## src/rtl/mmio_bridge_pkg.sv

```systemverilog
// Shared types and constants for the MCS I/O to MMIO bridge with wait handling.
package mmio_bridge_pkg;

    typedef enum logic [2:0] {
        IDLE,
        ACCESS,
        WAIT,
        DONE,
        ERROR
    } bridge_state_t;

    localparam logic [1:0]  IO_WINDOW_TAG    = 2'b11;
    localparam logic [31:0] ERR_WORD_DEFAULT = 32'hDEAD_BEEF;
    localparam int          TIMER_W          = 16;
    localparam int          ERR_COUNT_W      = 8;

    function automatic logic [ERR_COUNT_W-1:0] sat_inc(input logic [ERR_COUNT_W-1:0] v);
        return (v == {ERR_COUNT_W{1'b1}}) ? v : v + {{(ERR_COUNT_W-1){1'b0}}, 1'b1};
    endfunction

endpackage

```

## src/rtl/mmio_wait_timer.sv

```systemverilog
// Loadable 16-bit down-counter; o_expired is high while the count sits at zero.
module mmio_wait_timer #(
    parameter int W = 16
) (
    input  logic         i_clk,
    input  logic         i_reset_n,
    input  logic         i_load,
    input  logic [W-1:0] i_load_val,
    input  logic         i_dec,
    output logic         o_expired
);

    logic [W-1:0] count_q;
    logic [W-1:0] count_d;

    always_comb begin
        count_d = count_q;
        if (i_load) begin
            count_d = i_load_val;
        end else if (i_dec && (count_q != '0)) begin
            count_d = count_q - W'(1);
        end
    end

    always_ff @(posedge i_clk or negedge i_reset_n) begin
        if (!i_reset_n) begin
            count_q <= '0;
        end else begin
            count_q <= count_d;
        end
    end

    assign o_expired = (count_q == '0);

endmodule

```

## src/rtl/io_mmio_bridge_wait.sv

```systemverilog
// MCS I/O bus to MMIO bridge: one ready pulse per access, fixed-latency or ack-driven
// completion, and error reporting for out-of-window addresses and slave timeouts.
module io_mmio_bridge_wait
    import mmio_bridge_pkg::*;
#(
    parameter int          ADDR_W       = 21,
    parameter int          ACK_MODE     = 0,
    parameter int unsigned READ_LATENCY = 1,
    parameter int unsigned TIMEOUT      = 255,
    parameter logic [31:0] ERR_WORD     = ERR_WORD_DEFAULT
) (
    input  logic              i_clk,
    input  logic              i_reset_n,
    input  logic              i_io_addr_strobe,
    input  logic              i_io_read_strobe,
    input  logic              i_io_write_strobe,
    input  logic [3:0]        i_io_byte_enable,
    input  logic [31:0]       i_io_address,
    input  logic [31:0]       i_io_write_data,
    output logic [31:0]       o_io_read_data,
    output logic              o_io_ready,
    output logic              o_mmio_cs,
    output logic              o_mmio_write,
    output logic              o_mmio_read,
    output logic [ADDR_W-1:0] o_mmio_addr,
    output logic [3:0]        o_mmio_byte_en,
    output logic [31:0]       o_mmio_write_data,
    input  logic [31:0]       i_mmio_read_data,
    input  logic              i_mmio_ack,
    input  logic              i_err_clear,
    output logic              o_err_flag,
    output logic [7:0]        o_err_count
);

    localparam bit ACK = (ACK_MODE != 0);
    // The timer reads zero in the final WAIT cycle, so both modes load "cycles - 1";
    // in ack mode this makes the WAIT window exactly TIMEOUT cycles long.
    localparam logic [TIMER_W-1:0] LOAD_VAL = ACK ? TIMER_W'(TIMEOUT - 1)
                                                  : TIMER_W'(READ_LATENCY - 1);

    bridge_state_t     state_q;
    logic              is_read_q;
    logic              io_ready_q;
    logic [31:0]       io_rdata_q;
    logic              mmio_cs_q;
    logic              mmio_read_q;
    logic              mmio_write_q;
    logic [ADDR_W-1:0] mmio_addr_q;
    logic [3:0]        mmio_be_q;
    logic [31:0]       mmio_wdata_q;
    logic              err_flag_q;
    logic              err_flag_d;
    logic [7:0]        err_count_q;
    logic [7:0]        err_count_d;

    logic start;
    logic in_window;
    logic ack_hit;
    logic timer_load;
    logic timer_dec;
    logic timer_expired;
    logic err_event;
    logic unused_addr;

    assign start      = i_io_addr_strobe && (i_io_read_strobe ^ i_io_write_strobe);
    assign in_window  = (i_io_address[31:30] == IO_WINDOW_TAG);
    assign ack_hit    = ACK && i_mmio_ack;
    assign timer_load = (state_q == ACCESS);
    assign timer_dec  = (state_q == WAIT);
    assign unused_addr = ^i_io_address;

    // An error is committed in the cycle before the ERROR state, so clear loses to it there.
    assign err_event = ((state_q == IDLE) && start && !in_window) ||
                       ((state_q == WAIT) && ACK && !i_mmio_ack && timer_expired);

    mmio_wait_timer #(
        .W (TIMER_W)
    ) u_timer (
        .i_clk      (i_clk),
        .i_reset_n  (i_reset_n),
        .i_load     (timer_load),
        .i_load_val (LOAD_VAL),
        .i_dec      (timer_dec),
        .o_expired  (timer_expired)
    );

    always_ff @(posedge i_clk or negedge i_reset_n) begin
        if (!i_reset_n) begin
            state_q      <= IDLE;
            is_read_q    <= 1'b0;
            io_ready_q   <= 1'b0;
            io_rdata_q   <= '0;
            mmio_cs_q    <= 1'b0;
            mmio_read_q  <= 1'b0;
            mmio_write_q <= 1'b0;
            mmio_addr_q  <= '0;
            mmio_be_q    <= '0;
            mmio_wdata_q <= '0;
        end else begin
            io_ready_q   <= 1'b0;
            mmio_cs_q    <= 1'b0;
            mmio_read_q  <= 1'b0;
            mmio_write_q <= 1'b0;
            case (state_q)
                IDLE: begin
                    if (start) begin
                        is_read_q    <= i_io_read_strobe;
                        mmio_addr_q  <= i_io_address[ADDR_W+1:2];
                        mmio_be_q    <= i_io_byte_enable;
                        mmio_wdata_q <= i_io_write_data;
                        if (in_window) begin
                            state_q      <= ACCESS;
                            mmio_cs_q    <= 1'b1;
                            mmio_read_q  <= i_io_read_strobe;
                            mmio_write_q <= i_io_write_strobe;
                        end else begin
                            state_q    <= ERROR;
                            io_ready_q <= 1'b1;
                            io_rdata_q <= i_io_read_strobe ? ERR_WORD : 32'h0;
                        end
                    end
                end
                ACCESS: begin
                    if (ack_hit) begin
                        state_q    <= DONE;
                        io_ready_q <= 1'b1;
                        io_rdata_q <= is_read_q ? i_mmio_read_data : 32'h0;
                    end else begin
                        state_q <= WAIT;
                    end
                end
                WAIT: begin
                    if (ack_hit || (!ACK && timer_expired)) begin
                        state_q    <= DONE;
                        io_ready_q <= 1'b1;
                        io_rdata_q <= is_read_q ? i_mmio_read_data : 32'h0;
                    end else if (ACK && timer_expired) begin
                        state_q    <= ERROR;
                        io_ready_q <= 1'b1;
                        io_rdata_q <= is_read_q ? ERR_WORD : 32'h0;
                    end
                end
                DONE, ERROR: begin
                    state_q <= IDLE;
                end
                default: begin
                    state_q <= IDLE;
                end
            endcase
        end
    end

    always_comb begin
        err_flag_d  = err_flag_q;
        err_count_d = err_count_q;
        if (err_event) begin
            err_flag_d  = 1'b1;
            err_count_d = i_err_clear ? 8'd1 : sat_inc(err_count_q);
        end else if (i_err_clear) begin
            err_flag_d  = 1'b0;
            err_count_d = '0;
        end
    end

    always_ff @(posedge i_clk or negedge i_reset_n) begin
        if (!i_reset_n) begin
            err_flag_q  <= 1'b0;
            err_count_q <= '0;
        end else begin
            err_flag_q  <= err_flag_d;
            err_count_q <= err_count_d;
        end
    end

    assign o_io_read_data    = io_rdata_q;
    assign o_io_ready        = io_ready_q;
    assign o_mmio_cs         = mmio_cs_q;
    assign o_mmio_read       = mmio_read_q;
    assign o_mmio_write      = mmio_write_q;
    assign o_mmio_addr       = mmio_addr_q;
    assign o_mmio_byte_en    = mmio_be_q;
    assign o_mmio_write_data = mmio_wdata_q;
    assign o_err_flag        = err_flag_q;
    assign o_err_count       = err_count_q;

endmodule

```

## config.mk

```make
export PLATFORM = sky130hd
export DESIGN_NAME = io_mmio_bridge_wait
export DESIGN_NICKNAME = d
export VERILOG_FILES = /design/src/rtl/mmio_bridge_pkg.sv /design/src/rtl/mmio_wait_timer.sv /design/src/rtl/io_mmio_bridge_wait.sv
export SDC_FILE = /design/constraint.sdc
export NUM_CORES = 1
export LEC_CHECK = 0
export ABC_AREA = 1
export CAP_MARGIN = 30
export CORE_ASPECT_RATIO = 1.25
export CORE_MARGIN = 8
export CORE_UTILIZATION = 34
export CTS_CLUSTER_DIAMETER = 60
export CTS_CLUSTER_SIZE = 28
export DETAILED_ROUTE_END_ITERATION = 8
export DONT_BUFFER_PORTS = 1
export GPL_TIMING_DRIVEN = 0
export PLACE_DENSITY = 0.48
export SETUP_SLACK_MARGIN = 0.15
export SLEW_MARGIN = 20
export SYNTH_ARGS = -nofsm -noshare
export SYNTH_HDL_FRONTEND = slang
export SYNTH_HIERARCHICAL = 1
export SYNTH_SLANG_ARGS = --single-unit
```

## constraint.sdc

```tcl
create_clock -name i_clk -period 3.2 [get_ports i_clk]
set_clock_uncertainty 0.2 [all_clocks]
set_input_delay 0.64 -clock i_clk [delete_from_list [all_inputs] [get_ports i_clk]]
set_output_delay 0.64 -clock i_clk [all_outputs]
set_load 0.03 [all_outputs]
```

* Word-level counts from Yosys, hierarchy flattened
Cells that the tools add are included.
** Word-level totals
- Bits of input ports :: 107
- RAM bits :: 0
- Memories kept :: 0
- Bits in latches :: 0
- Bits in read-only memories :: 0
- Logic and storage cells :: 70
- Output and inout port bits :: 102
- Bits in registers :: 122
** Cells by class
- Shifts and indexed selects :: 0
- $add $sub $neg :: 2
- Multiply operators :: 0
- Order comparisons :: 0
- Multiplexer cells :: 31
- Equality and inequality tests :: 8
- Bitwise gates (word level) :: 1
- Div/mod/pow operators :: 0
- Reduce and logical (&&, ||, !) cells :: 15
** Operator list (count)
- two-way mux 32 bit :: 5
- one-hot mux 32 bit (2 select lines) :: 1
- two-way mux 16 bit :: 2
- two-way mux 8 bit :: 4
- zero test 16 bit :: 1
- nonzero test 16 bit :: 1
- subtractor 16 x 1 -> 16 bit, second input constant :: 1
- two-way mux 1 bit :: 14
- two-way mux 3 bit :: 3
- one-hot mux 3 bit (3 select lines) :: 1
- adder 8 x 1 -> 8 bit, second input constant :: 1
- == test 8 bit, second input constant :: 1
- != test 2 bit, second input constant :: 4
- AND reduction 2 bit :: 3
- nonzero test 2 bit :: 3
- logical AND 1 bit :: 4
- AND reduction 4 bit :: 1
- == test 3 x 1 -> 1 bit, second input constant :: 1
- == test 3 x 2 -> 1 bit, second input constant :: 1
- zero test 3 bit :: 1
- == test 2 bit, second input constant :: 1
- one-hot mux 1 bit (2 select lines) :: 1
- zero test 1 bit :: 1
- bitwise XOR 1 bit :: 1

* Depth between registers and ports, before layout
- Word-level depth :: 6
- Depth in mapped cells :: 13
- Gate-level depth less buffers :: 12

* Modules after synthesis
The synthesis kept the hierarchy.
** Modules (own cells, without submodules)
- io_mmio_bridge_wait :: sequential area each 2652.5 µm², area an instance 4658.2 µm², instances 1, cells an instance 570
- mmio_wait_timer :: sequential area each 400.4 µm², area an instance 1255.0 µm², instances 1, cells an instance 183

* Least setup slack after synthesis
OpenSTA, ideal clock, no wires.
- Path kind :: reg-to-reg
- From :: register u_timer.count_q[0]
- To :: register io_rdata_q[0] (netlist: o_io_read_data[0])
- Slack :: 1.085 ns
- Period minus slack after synthesis :: 2.115 ns
- Setup time :: 0.117 ns
- Stages on the path, launching flop included :: 13
- Path buffers :: 1
- Arrival time :: 1.798 ns
- Required time :: 2.883 ns
- Cell sequence :: dfrtp_1 -> inv_1 -> ha_1 -> inv_1 -> nor2_2 -> nand3_1 -> nor2_2 -> nand2_1 -> nor4_2 -> nand2_2 -> buf_2 -> nand3_1 -> nand2_1
** Between the ends
- Cells in the longest elaborated chain, start to end :: 3
** Ends and longest elaborated chain
- start: declaration :: line mmio_wait_timer.sv:13 : logic [W-1:0] count_q;
- start signal: assignment :: line mmio_wait_timer.sv:29 : count_q <= count_d;
- zero test 16 bit :: line mmio_wait_timer.sv:33 : assign o_expired = (count_q == '0);
- via timer_expired :: line io_mmio_bridge_wait.sv:61 : logic timer_expired;
- != test 2 bit (no line)
- AND reduction 4 bit (no line)
- end signal: assignment :: line io_mmio_bridge_wait.sv:119 : io_rdata_q <= i_io_read_strobe ? ERR_WORD : 32'h0;
- end signal: assignment :: line io_mmio_bridge_wait.sv:127 : io_rdata_q <= is_read_q ? i_mmio_read_data : 32'h0;
- end signal: assignment :: line io_mmio_bridge_wait.sv:136 : io_rdata_q <= is_read_q ? i_mmio_read_data : 32'h0;
- end: declaration :: line io_mmio_bridge_wait.sv:44 : logic [31:0] io_rdata_q;
The timed path passes the listed nets, and every way through them passes these cells.
A chain may end at the register's enable or synchronous reset.

* Worst setup path in the final report
- From :: register u_timer.count_q[0]
- To :: register io_rdata_q[8] (netlist: o_io_read_data[8])
The elaborated chain is that of the path after synthesis.

==> impl_metrics.toml <==
[outcome]
status = "complete, but fails checks"
violations = "negative hold slack"

[final_layout]
syn_to_final_growth_pct = 15.85
post-route-cell-area_sq_mm = 0.006850
final_layout_size_suffix_gt1_frac = 0.1288
nets = 896
fin_cells = 1024
n_antenna_cell = 0
fillerInstances = 1798
seq_area_sq_mm = 0.003053
multi_input_area_sq_mm = 0.002566

[run]
drv_cap = 0

[yosys]
syn_area_sq_mm = 0.005913
synth_top_area_frac = 0.5163
synth.yosys.warnings = 6
syn_avg_cell_area_sq_um = 7.853
synth.largest_area_cell = "dfrtp_1"
synth_area_leaders = "dfrtp_1, nand2_1, nand3_1, nor2_1, buf_6"
synth_cell_types = 33
synth_cells = 753
ys_seq_area_frac = 0.5163
synth-seq-cells = 122

[worst_setup_path]
start_kind = "flip-flop"
worstPathMaxFanout = 10
worstSetupEndpoint = "o_io_read_data[8]$_DFFE_PN0P_"
startpoint = "u_timer/count_q[0]$_DFFE_PN0P_"
critical_path_class = "flip-flop to flip-flop"
rr_startpoint = "u_timer/count_q[0]$_DFFE_PN0P_"
arrival_ps = 2630
reg2reg_to = "o_io_read_data[8]$_DFFE_PN0P_"
reg2reg_slack_ps = 670
r2r_cells = 12
critPathCaptureType = "flip-flop"
worstPathRequired_ps = 3300

[cts]
insertion_delay_ps = 420
cts-resized-gates = 0
root_buffer = "clkbuf_16"
cts_buffers = 17
htree_levels = 4
cts.clk_slew.worst_paths_ps = 60
cts_sinks = 122
cts_tree = "done"
clockBufferDepth = 2
post_cts_buffers = 0

[power]
power_frac_comb = 0.259
power-per-cell-area_mw_per_mm2 = 1139
p_switching_mw = 3.698
power_leakage_nw = 3.581
power.internal_mw = 4.104
switching_share = 0.4740
power_frac_clock = 0.251
p_seq_frac = 0.489
vdd_drop_max_mv = 0.5347

[drt]
dr.pass1.iters = 6
drtIter0Drc = 245
vias = 4923
drc = 0
ant_nets = 0
wl_per_cell_um = 16.75
vias_per_cell = 4.808
wirelength_mm = 17.15

[placement]
dp.cells = 992
gp_congestion = 0.8500
io_buffers = 0
place_ws_ps = 662.5
dp_hpwl_mm = 12.67
placed_area_sq_mm = 0.006250

[sta]
hold_viol_final = 122
tns_ps = 0
worst_slack_ps = 674.5
fmax_mhz = 396.0
rsz0062_at_grt = "no"
setup_viol = 0
worst_pin_slew_ps = 812.8
slew_violations = 0
relSlewSlack = 0.4540
fin_crit_sh = 0.7892
min_period_ps = 2525
whs_ps = -270.0

[die]
coreArea_sq_mm = 0.01723
io_pins = 209
row_count = 54
die_area_sq_mm = 0.02189
die_w_um = 134.0
dieHeight_um = 163.4
start_util = 0.3432

[global_route]
grt_max_degree = 123
grt_first_pass_wirelength_mm = 26.96
antenna_found_initial = 0
grt_pass1_vias = 4929
track_usage = 0.1566
overflow = 0

[min_path]
hold_class = "input pin to asynchronous set/reset pin"
==> sequential cells by signal, summed over array words and instances (netlist names) <==
register and count:
o_io_ready 1, o_mmio_write 1, o_mmio_addr 21, o_io_read_data 32, is_read_q 1, o_mmio_cs 1
u_timer/count_q 16, o_mmio_write_data 32, o_mmio_byte_en 4, o_mmio_read 1, state_q 3, o_err_count 8
o_err_flag 1
==> power by group through the flow <==
stage / registers, mW / clock network (mW) / logic [mW]
after CTS: 3.84 / 2.01 / 2.05
after global placement: 3.86 / 0 / 1.99
after global routing: 3.91 / 2.09 / 2.34
final: 3.82 / 1.96 / 2.02
after floorplan: 3.63 / 0 / 1.66
after detailed placement: 3.84 / 0 / 2.06
==> metrics by stage <==
step	hold slack [ps]	total power, mW	util
floorplan	144.4	5.281	-
global placement	155.7	5.845	0.3627
detailed placement	155.6	5.906	0.3627
CTS	-296.1	7.902	0.3976
global route	-298.0	8.333	0.3976
finish	-270.0	7.803	0.3976
==> cell type report <==
| type | instances | share of cell area |
|---|---|---|
| Clock buffer | 18 | 0.06411 |
| Multi-Input combinational cell | 578 | 0.3746 |
| Tap cell | 224 | 0.04091 |
| Sequential cell | 122 | 0.4457 |
| Inverter | 33 | 0.01808 |
| Buffer | 35 | 0.03306 |
| Clock inverter | 14 | 0.02356 |
==> kinds of logic (layout without fill, tap and decap cells) <==
family	count (synthesis)	after routing	share of synthesized area
AOI/OAI and AO/OA	14	14	0.01587
xor gates and xnor gates	7	7	0.01037
adders and majority gates	2	2	0.004231
buffers and inverters	68	100	0.05925
DFF	122	122	0.5163
other	1	16	0.0006342
and+or+nand+nor	539	539	0.3934
==> cells in the mapped netlist (all sizes together) <==
master	count
xnor2	2
nand2	365
clkbuf	10
nor4	1
clkinv	1
or2	5
xor2	5
a31oi	1
nand4	3
dfrtp	122
conb	1
o21bai	1
o21ai	6
a21oi	5
nor2	60
nor3	3
nand3b	1
buf	25
nand3	101
o22ai	1
ha	2
inv	32
==> per-layer routing <==
metal | vias up | part of all wire | GRT usage
met1 | 2314 | 0.40 | 0.1754
met4 | 0 | 0.012 | 0.05064
li1 | 2405 | - | -
met3 | 17 | 0.10 | 0.07631
met2 | 187 | 0.49 | 0.2566
met5 | - | 0 | 0
==> layout by cell type (no fill, tap or decap), drive strengths merged <==
cell / instances
nand2: 365
dfrtp: 122
nand3: 101
nor2: 60
inv: 38
clkbuf: 28
buf: 25
conb: 16
clkinv: 6
o21ai: 6
or2: 5
xor2: 5
a21oi: 5
nor3: 3
nand4: 3
xnor2: 2
ha: 2
bufinv: 2
nand3b: 1
a31oi: 1
o22ai: 1
clkinvlp: 1
nor4: 1
o21bai: 1
==> critical path: stages (launching register included) <==
cell and delay (ps):
dfrtp_1 370, inv_1 120, ha_1 250, inv_1 70
nor2_2 120, nand3_1 130, nor2_2 160, nand2_1 120
nor4_2 300, nand2_2 180, buf_2 230, nand3_1 100
nand2_1 70
==> how the worst min path moves through the flow <==
stage,startpoint,endpoint,slack [ps]
3_5_place_dp,i_reset_n,o_err_count[7]$_DFFE_PN0P_,160
6_report,i_reset_n,o_err_count[7]$_DFFE_PN0P_,-270
3_3_place_gp,i_reset_n,o_err_count[7]$_DFFE_PN0P_,160
4_1_cts,i_reset_n,o_err_count[7]$_DFFE_PN0P_,-300
5_1_grt,i_reset_n,o_err_count[7]$_DFFE_PN0P_,-300
2_1_floorplan,i_reset_n,is_read_q$_DFFE_PN0P_,140
Note: power is estimated with default switching activity, not from simulation.
